[src/rtl/float_add_stream.sv]
// float_add_stream: LANES-wide, 4-stage pipelined float add/sub with round-nearest-even and valid/ready backpressure.
// Optional macro FLOAT_ADD_STREAM_DENORMAL_EN enables gradual underflow; otherwise denormals flush to signed zero.
module float_add_stream #(
  parameter int unsigned EXP   = 8,
  parameter int unsigned FRAC  = 23,
  parameter int unsigned LANES = 4
) (
  input  logic                              clock,
  input  logic                              resetN,
  input  logic                              inValid,
  output logic                              inReady,
  input  logic [LANES*(1+EXP+FRAC)-1:0]     inA,
  input  logic [LANES*(1+EXP+FRAC)-1:0]     inB,
  input  logic [LANES-1:0]                  subtract,
  output logic                              outValid,
  input  logic                              outReady,
  output logic [LANES*(1+EXP+FRAC)-1:0]     out,
  output logic [LANES-1:0]                  outIsNan,
  output logic [LANES-1:0]                  outInexact,
  output logic [LANES-1:0]                  outOverflow
);
  localparam int unsigned W   = 1 + EXP + FRAC;
  localparam int unsigned M   = FRAC + 1;
  localparam int unsigned SW  = FRAC + 5;
  localparam int unsigned EW  = EXP + 2;
  localparam int unsigned AW  = 2 * (M + 2);
  localparam int unsigned LZW = $clog2(SW + 1);
  localparam logic [EW-1:0] EXP_MAX = {2'b00, {EXP{1'b1}}};

  logic en, v1, v2, v3;

  assign en      = !outValid || outReady;
  assign inReady = en;

  // Shared lockstep valid chain; bubbles travel with the data.
  always_ff @(posedge clock or negedge resetN) begin
    if (!resetN) begin
      v1       <= 1'b0;
      v2       <= 1'b0;
      v3       <= 1'b0;
      outValid <= 1'b0;
    end else if (en) begin
      v1       <= inValid;
      v2       <= v1;
      v3       <= v2;
      outValid <= v3;
    end
  end

  for (genvar i = 0; i < LANES; i++) begin : gLane
    logic [W-1:0]  a, b;
    logic          sA, sB, aNan, bNan, aInf, bInf, aBig, stickyC;
    logic [EW-1:0] eA, eB, d;
    logic [M-1:0]  mA, mB, mSmall;
    logic [AW-1:0] alignWide;
    logic [M+1:0]  alignC;

    logic          s1Nan, s1Inf, s1InfSign, s1Sign, s1Sub, s1Sticky;
    logic [EW-1:0] s1Exp;
    logic [M-1:0]  s1Mant;
    logic [M+1:0]  s1Small;

    logic [SW-1:0] sumC;
    logic          s2Nan, s2Inf, s2InfSign, s2Sign, s2Sub;
    logic [EW-1:0] s2Exp;
    logic [SW-1:0] s2Sum;

    logic [LZW-1:0] lz;
    logic [EW-1:0]  sh, expN;
    logic [SW-2:0]  sumN;
    logic           zeroC, flushC;
    logic           s3Nan, s3Inf, s3InfSign, s3Sign, s3Zero, s3Flush, s3G, s3R, s3S;
    logic [EW-1:0]  s3Exp;
    logic [M-1:0]   s3Mant;

    logic          up, nanC, inxC, ovfC;
    logic [M:0]    mantR;
    logic [EW-1:0] expR;
    logic [W-1:0]  resC, resQ;
    logic          nanQ, inxQ, ovfQ;

    // S1: classify, order by magnitude, align the smaller operand.
    always_comb begin
      a    = inA[i*W +: W];
      b    = inB[i*W +: W];
      sA   = a[W-1];
      sB   = b[W-1] ^ subtract[i];
      aNan = (&a[W-2 -: EXP]) && (|a[FRAC-1:0]);
      bNan = (&b[W-2 -: EXP]) && (|b[FRAC-1:0]);
      aInf = (&a[W-2 -: EXP]) && !(|a[FRAC-1:0]);
      bInf = (&b[W-2 -: EXP]) && !(|b[FRAC-1:0]);
`ifdef FLOAT_ADD_STREAM_DENORMAL_EN
      eA = (a[W-2 -: EXP] == '0) ? EW'(1) : EW'(a[W-2 -: EXP]);
      eB = (b[W-2 -: EXP] == '0) ? EW'(1) : EW'(b[W-2 -: EXP]);
      mA = {|a[W-2 -: EXP], a[FRAC-1:0]};
      mB = {|b[W-2 -: EXP], b[FRAC-1:0]};
`else
      eA = EW'(a[W-2 -: EXP]);
      eB = EW'(b[W-2 -: EXP]);
      mA = (a[W-2 -: EXP] == '0) ? M'(0) : {1'b1, a[FRAC-1:0]};
      mB = (b[W-2 -: EXP] == '0) ? M'(0) : {1'b1, b[FRAC-1:0]};
`endif
      aBig      = {eA, mA} >= {eB, mB};
      d         = aBig ? (eA - eB) : (eB - eA);
      mSmall    = aBig ? mB : mA;
      alignWide = '0;
      alignC    = '0;
      stickyC   = 1'b0;
      if (d >= EW'(M + 2)) begin
        stickyC = |mSmall;
      end else begin
        alignWide = {mSmall, {(M+4){1'b0}}} >> d;
        alignC    = alignWide[AW-1 -: M+2];
        stickyC   = |alignWide[M+1:0];
      end
    end

    always_ff @(posedge clock) begin
      if (en) begin
        s1Nan     <= aNan || bNan || (aInf && bInf && (sA != sB));
        s1Inf     <= aInf || bInf;
        s1InfSign <= aInf ? sA : sB;
        s1Sign    <= aBig ? sA : sB;
        s1Sub     <= sA != sB;
        s1Exp     <= aBig ? eA : eB;
        s1Mant    <= aBig ? mA : mB;
        s1Small   <= alignC;
        s1Sticky  <= stickyC;
      end
    end

    // S2: {carry, hidden, fraction, guard, round, sticky}; big >= small so no sign flip.
    assign sumC = s1Sub ? ({1'b0, s1Mant, 3'b000} - {1'b0, s1Small, s1Sticky})
                        : ({1'b0, s1Mant, 3'b000} + {1'b0, s1Small, s1Sticky});

    always_ff @(posedge clock) begin
      if (en) begin
        s2Nan     <= s1Nan;
        s2Inf     <= s1Inf;
        s2InfSign <= s1InfSign;
        s2Sign    <= s1Sign;
        s2Sub     <= s1Sub;
        s2Exp     <= s1Exp;
        s2Sum     <= sumC;
      end
    end

    // S3: normalize; a carry folds the dropped bit into sticky, cancellation shifts left.
    always_comb begin
      lz = '0;
      for (int j = 0; j < int'(SW) - 1; j++) begin
        if (s2Sum[j]) lz = LZW'(int'(SW) - 2 - j);
      end
      zeroC  = (s2Sum == '0);
      flushC = 1'b0;
      sh     = '0;
      if (s2Sum[SW-1]) begin
        sumN = {s2Sum[SW-1:2], s2Sum[1] | s2Sum[0]};
        expN = s2Exp + EW'(1);
      end else begin
`ifdef FLOAT_ADD_STREAM_DENORMAL_EN
        sh = (EW'(lz) > (s2Exp - EW'(1))) ? (s2Exp - EW'(1)) : EW'(lz);
`else
        sh     = EW'(lz);
        flushC = !zeroC && (EW'(lz) >= s2Exp);
`endif
        sumN = (SW-1)'(s2Sum << sh);
        expN = s2Exp - sh;
      end
    end

    always_ff @(posedge clock) begin
      if (en) begin
        s3Nan     <= s2Nan;
        s3Inf     <= s2Inf;
        s3InfSign <= s2InfSign;
        s3Sign    <= (zeroC && s2Sub) ? 1'b0 : s2Sign;
        s3Zero    <= zeroC;
        s3Flush   <= flushC;
        s3Exp     <= expN;
        s3Mant    <= sumN[SW-2:3];
        s3G       <= sumN[2];
        s3R       <= sumN[1];
        s3S       <= sumN[0];
      end
    end

    // S4: round-nearest-even, renormalize on round carry, then pack with special-case priority.
    always_comb begin
      up    = s3G && (s3R || s3S || s3Mant[0]);
      mantR = {1'b0, s3Mant} + (M+1)'(up);
      expR  = s3Exp;
      if (mantR[M]) begin
        mantR = mantR >> 1;
        expR  = s3Exp + EW'(1);
      end
      resC = {s3Sign, (mantR[M-1] ? expR[EXP-1:0] : EXP'(0)), mantR[FRAC-1:0]};
      nanC = 1'b0;
      inxC = s3G || s3R || s3S;
      ovfC = 1'b0;
      if (s3Nan) begin
        resC = {1'b0, {EXP{1'b1}}, 1'b1, (FRAC-1)'(0)};
        nanC = 1'b1;
        inxC = 1'b0;
      end else if (s3Inf) begin
        resC = {s3InfSign, {EXP{1'b1}}, FRAC'(0)};
        inxC = 1'b0;
      end else if (s3Zero) begin
        resC = {s3Sign, (W-1)'(0)};
        inxC = 1'b0;
      end else if (s3Flush) begin
        resC = {s3Sign, (W-1)'(0)};
        inxC = 1'b1;
      end else if (expR >= EXP_MAX) begin
        resC = {s3Sign, {EXP{1'b1}}, FRAC'(0)};
        ovfC = 1'b1;
        inxC = 1'b1;
      end
    end

    always_ff @(posedge clock or negedge resetN) begin
      if (!resetN) begin
        resQ <= '0;
        nanQ <= 1'b0;
        inxQ <= 1'b0;
        ovfQ <= 1'b0;
      end else if (en && v3) begin
        resQ <= resC;
        nanQ <= nanC;
        inxQ <= inxC;
        ovfQ <= ovfC;
      end
    end

    assign out[i*W +: W] = resQ;
    assign outIsNan[i]   = nanQ;
    assign outInexact[i] = inxQ;
    assign outOverflow[i] = ovfQ;
  end

endmodule

[config.mk]
export PLATFORM = sky130hd
export DESIGN_NAME = float_add_stream
export DESIGN_NICKNAME = d
export VERILOG_FILES = /design/src/rtl/float_add_stream.sv
export SDC_FILE = /design/constraint.sdc
export NUM_CORES = 2
export LEC_CHECK = 0
export ABC_AREA = 1
export CORE_UTILIZATION = 53
export CTS_CLUSTER_DIAMETER = 60
export DETAILED_ROUTE_END_ITERATION = 7
export PLACE_DENSITY = 0.72
export SLEW_MARGIN = 20
export SYNTH_ARGS = -nofsm -noshare
export SYNTH_HDL_FRONTEND = slang
export SYNTH_SLANG_ARGS = --single-unit
export TNS_END_PERCENT = 1
[constraint.sdc]
create_clock -name clock -period 37.4 [get_ports clock]
set_input_delay 5.61 -clock clock [delete_from_list [all_inputs] [get_ports clock]]
set_output_delay 5.61 -clock clock [all_outputs]
set_load 0.01 [all_outputs]
==> impl_metrics.py <==
metrics = {
    "outcome": {
        "status": "finished, final reports clean",
    },
    "worst_setup_path": {
        "critPathLaunchType": "input pin",
        "crit_buf_inv": 3,
        "max_stage_delay_ns": 0.81,
        "cp_top_family": "buffers and inverters",
        "r2r_cells": 31,
        "crit_chain": "clkdlybuf4s50_1 > nor2_1 > inv_8 > clkdlybuf4s50_1",
        "r2r_start": "gLane[3].s2Sum[5]",
        "cp-endpoint": "inReady",
        "path_depth": 4,
        "r2r_slack_ns": 32.30,
        "worstSetupStartpoint": "outReady",
        "worstPathRequired_ns": 31.79,
        "cp_max_fo": 71,
        "cp_slowest_cell": "clkdlybuf4s50_1",
        "cp-end-kind": "output pin",
        "arrival_ns": 7.70,
        "crit_type": "in2out",
        "r2r_end": "gLane[3].s3Exp[6]",
        "worst_path_most_repeated_cell": "clkdlybuf4s50_1",
    },
    "floorplan": {
        "num_rows": 124,
        "die_area_um2": 117000,
        "initial_core_util_pct": 53.5,
        "ios": 406,
        "core_area_um2": 114000,
        "fp.dieH_um": 342,
        "die_x_um": 342,
    },
    "place": {
        "portBuffers": 405,
        "detailed_place_hpwl_um": 148000,
        "place_area_um2": 66000,
        "place_congestion": 0.994,
    },
    "routing": {
        "drc": 0,
        "ant_nets": 0,
        "first_pass_iters": 7,
        "viasPerCell": 5.80,
        "wl_per_cell_um": 18.5,
        "vias": 59500,
        "drt_wl_total_um": 189000,
        "drt_iter0_drc": 6475,
    },
    "power": {
        "p_seq_share_pct": 30.6,
        "netSwitchingFraction_pct": 47.7,
        "comb_power_share_pct": 53.4,
        "powerDensity_nw_per_um2": 78.5,
        "p_int_uw": 2830,
        "leakage_uw": 0.0318,
        "p_switching_uw": 2590,
        "clkPwrFrac_pct": 16.0,
        "irDropWorstVdd_mv": 0.0550,
    },
    "cells_and_area": {
        "drive_gt1_share_pct": 3.82,
        "fin_area_um2": 69000,
        "area_growth_syn_to_layout_pct": 12.9,
        "fin_nets": 9346,
        "fillers": 10600,
        "multi_input_area_um2": 34300,
        "seqCellArea_um2": 21400,
    },
    "clock_network": {
        "cts_resized": 0,
        "clk_pin_slew_ns": 0.06,
        "postCtsSetupBuffers": 0,
        "cts-root-buf": "clkbuf_16",
        "clk_path_buf_depth": 3,
        "numClockSinks": 736,
        "clk_latency_ns": 0.69,
        "htreeDepth": 3,
        "cts_tree": "built",
        "cts_made_buffers": 89,
        "cts_hold_buf": 0,
    },
    "timing": {
        "finalSetupViolations": 0,
        "clock_skew_ns": 0.0448,
        "worst_pin_slew_ns": 1.11,
        "rsz0062_at_grt": "false",
        "whs_ns": 0.396,
        "min_period_ns": 13.31,
        "fin_tns_setup_ns": 0,
        "timing.fmax_mhz": 75.1,
        "maxSlewHeadroom_pct": 26.0,
        "finalCritPeriodShare_pct": 35.6,
        "hold_viol": 0,
        "drv_slew": 0,
    },
    "grt": {
        "antenna_found_initial": 3,
        "grt_pass1_vias": 54900,
        "grt_use_total_pct": 31.6,
        "grt_pass1_wl_um": 297000,
        "gr-total-overflow": 0,
        "grt_max_degree": 169,
    },
    "hold_path": {
        "hp-class": "reg2reg",
    },
    "synth": {
        "ys.flop_type": "edfxtp_1",
        "synth_nets": 9144,
        "ys_warn_count": 0,
        "synth_edf_count": 592,
        "synth.distinct_cells": 78,
        "syn_area_um2": 61100,
        "synthCells": 8476,
        "synth-async-reset-ratio_pct": 19.6,
        "avgSynthCellArea_um2": 7.21,
        "synth_seq_cells": 736,
        "ys_seq_area_share_pct": 35.0,
    },
    "run": {
        "cap_violations": 0,
    },
}
-- sequential cells by signal (all words and copies together) (netlist names), 32 cells and up --
register	cells
gLane.s2Exp	32
gLane.s3Exp	40
gLane.s1Exp	32
gLane.s2Sum	112
gLane.s3Mant	96
gLane.resQ	128
gLane.s1Small	104
gLane.s1Mant	96
-- cells in the mapped netlist, types with 8 or more instances --
| cell | number | area share, % |
|---|---|---|
| nand4_1 | 205 | 2.1 |
| nor2_2 | 12 | 0.12 |
| o211ai_1 | 29 | 0.36 |
| nand3b_1 | 9 | 0.11 |
| nor4_1 | 76 | 0.78 |
| nand3_1 | 1155 | 9.5 |
| dfrtp_1 | 144 | 5.9 |
| xor2_1 | 185 | 2.6 |
| edfxtp_1 | 592 | 29 |
| nand2_2 | 14 | 0.14 |
| or2_2 | 15 | 0.15 |
| nor3_1 | 74 | 0.61 |
| o31ai_1 | 69 | 0.85 |
| o21ai_1 | 48 | 0.39 |
| o22ai_1 | 147 | 1.5 |
| clkbuf_1 | 210 | 1.3 |
| a31oi_1 | 33 | 0.34 |
| a211oi_1 | 15 | 0.18 |
| mux2i_1 | 21 | 0.34 |
| a21boi_0 | 23 | 0.28 |
| fa_1 | 16 | 0.52 |
| ha_1 | 388 | 7.9 |
| a21o_1 | 14 | 0.17 |
| o221ai_1 | 14 | 0.20 |
| inv_2 | 31 | 0.19 |
| and2_1 | 8 | 0.082 |
| o21bai_1 | 23 | 0.28 |
| a22o_1 | 18 | 0.26 |
| nor2_1 | 746 | 4.6 |
| clkinv_1 | 11 | 0.068 |
| a21oi_1 | 396 | 3.2 |
| buf_1 | 31 | 0.19 |
| buf_6 | 12 | 0.22 |
| xnor2_1 | 45 | 0.64 |
| o41ai_1 | 8 | 0.11 |
| o21ai_0 | 442 | 3.6 |
| nor3b_1 | 10 | 0.12 |
| buf_2 | 72 | 0.59 |
| inv_1 | 1015 | 6.2 |
| nand2_1 | 1983 | 12 |
| buf_4 | 22 | 0.27 |
-- final cells by class --
cell class,count,share of cell area [%]
inverters,1058,5.77
multi-input cells,6335,49.7
clock inverters,57,0.937
diodes,1,0.00362
well taps,1512,2.74
repair buffers,458,6.47
clock buffers,107,3.46
flip-flops and latches,736,31.0
-- power groups by stage --
stage	Combinational (µW)	Clock [µW]	Sequential [µW]
floorplan	2010	0	1650
global placement	2800	0	1660
detailed placement	2820	0	1670
CTS	2840	885	1650
global route	3220	914	1690
finish	2890	869	1660
-- cell usage in the layout, fill, tap and decap left out, types with 185 or more instances in the layout --
| cell | instances |
|---|---|
| a21oi_1 | 395 |
| clkdlybuf4s50_1 | 404 |
| edfxtp_1 | 592 |
| ha_1 | 388 |
| inv_1 | 1013 |
| nand2_1 | 1982 |
| nand3_1 | 1155 |
| nand4_1 | 205 |
| nor2_1 | 744 |
| o21ai_0 | 441 |
| xor2_1 | 185 |
-- per-layer routing --
layer | part of all wire, % | routed length, µm | track usage (%)
met4 | 3.7 | 7000 | 11.1
met3 | 7.2 | 13700 | 3.75
met2 | 45 | 84900 | 50.2
met5 | 0.0069 | 13 | 0
met1 | 44 | 83800 | 44.4
-- cells by family (layout without fill, tap and decap cells) --
kind of cell    after synthesis  in the layout  synth area share [%]
buf+inv                    1405           1680                  9.06
mux                          24             24                 0.426
compound gates             1334           1334                  12.7
simple gates               4337           4337                  31.0
xor+xnor                    236            236                  3.47
other cells                   0              1                     0
fa+ha+maj                   404            404                  8.46
flops                       736            736                  35.0
-- worst min-delay path by stage --
stage | from | endpoint | slack [ns] | cells past startpoint
after global routing | gLane[2].s1Sign | gLane[2].s2Sign | 0.40 | 0
after floorplan | gLane[0].s1Exp[0] | gLane[0].s2Exp[0] | 0.40 | 0
final | gLane[2].s1Sign | gLane[2].s2Sign | 0.40 | 0
after detailed placement | gLane[0].s1Exp[4] | gLane[0].s2Exp[4] | 0.40 | 0
after global placement | gLane[1].s2InfSign | gLane[1].s3InfSign | 0.40 | 0
after CTS | gLane[2].s1Sign | gLane[2].s2Sign | 0.39 | 0
-- metrics by stage --
step                      std cells  power, µW  setup WS, ns  util (%)
after global placement        10100       4450         24.10      57.7
after floorplan                8476       3660         14.57         -
after detailed placement      10100       4490         24.05      57.7
after global routing          10300       5830         23.98      60.4
after CTS                     10300       5380         24.05      60.4
final                         10300       5420         24.09      60.4
Power figures use the tool's default switching activity.
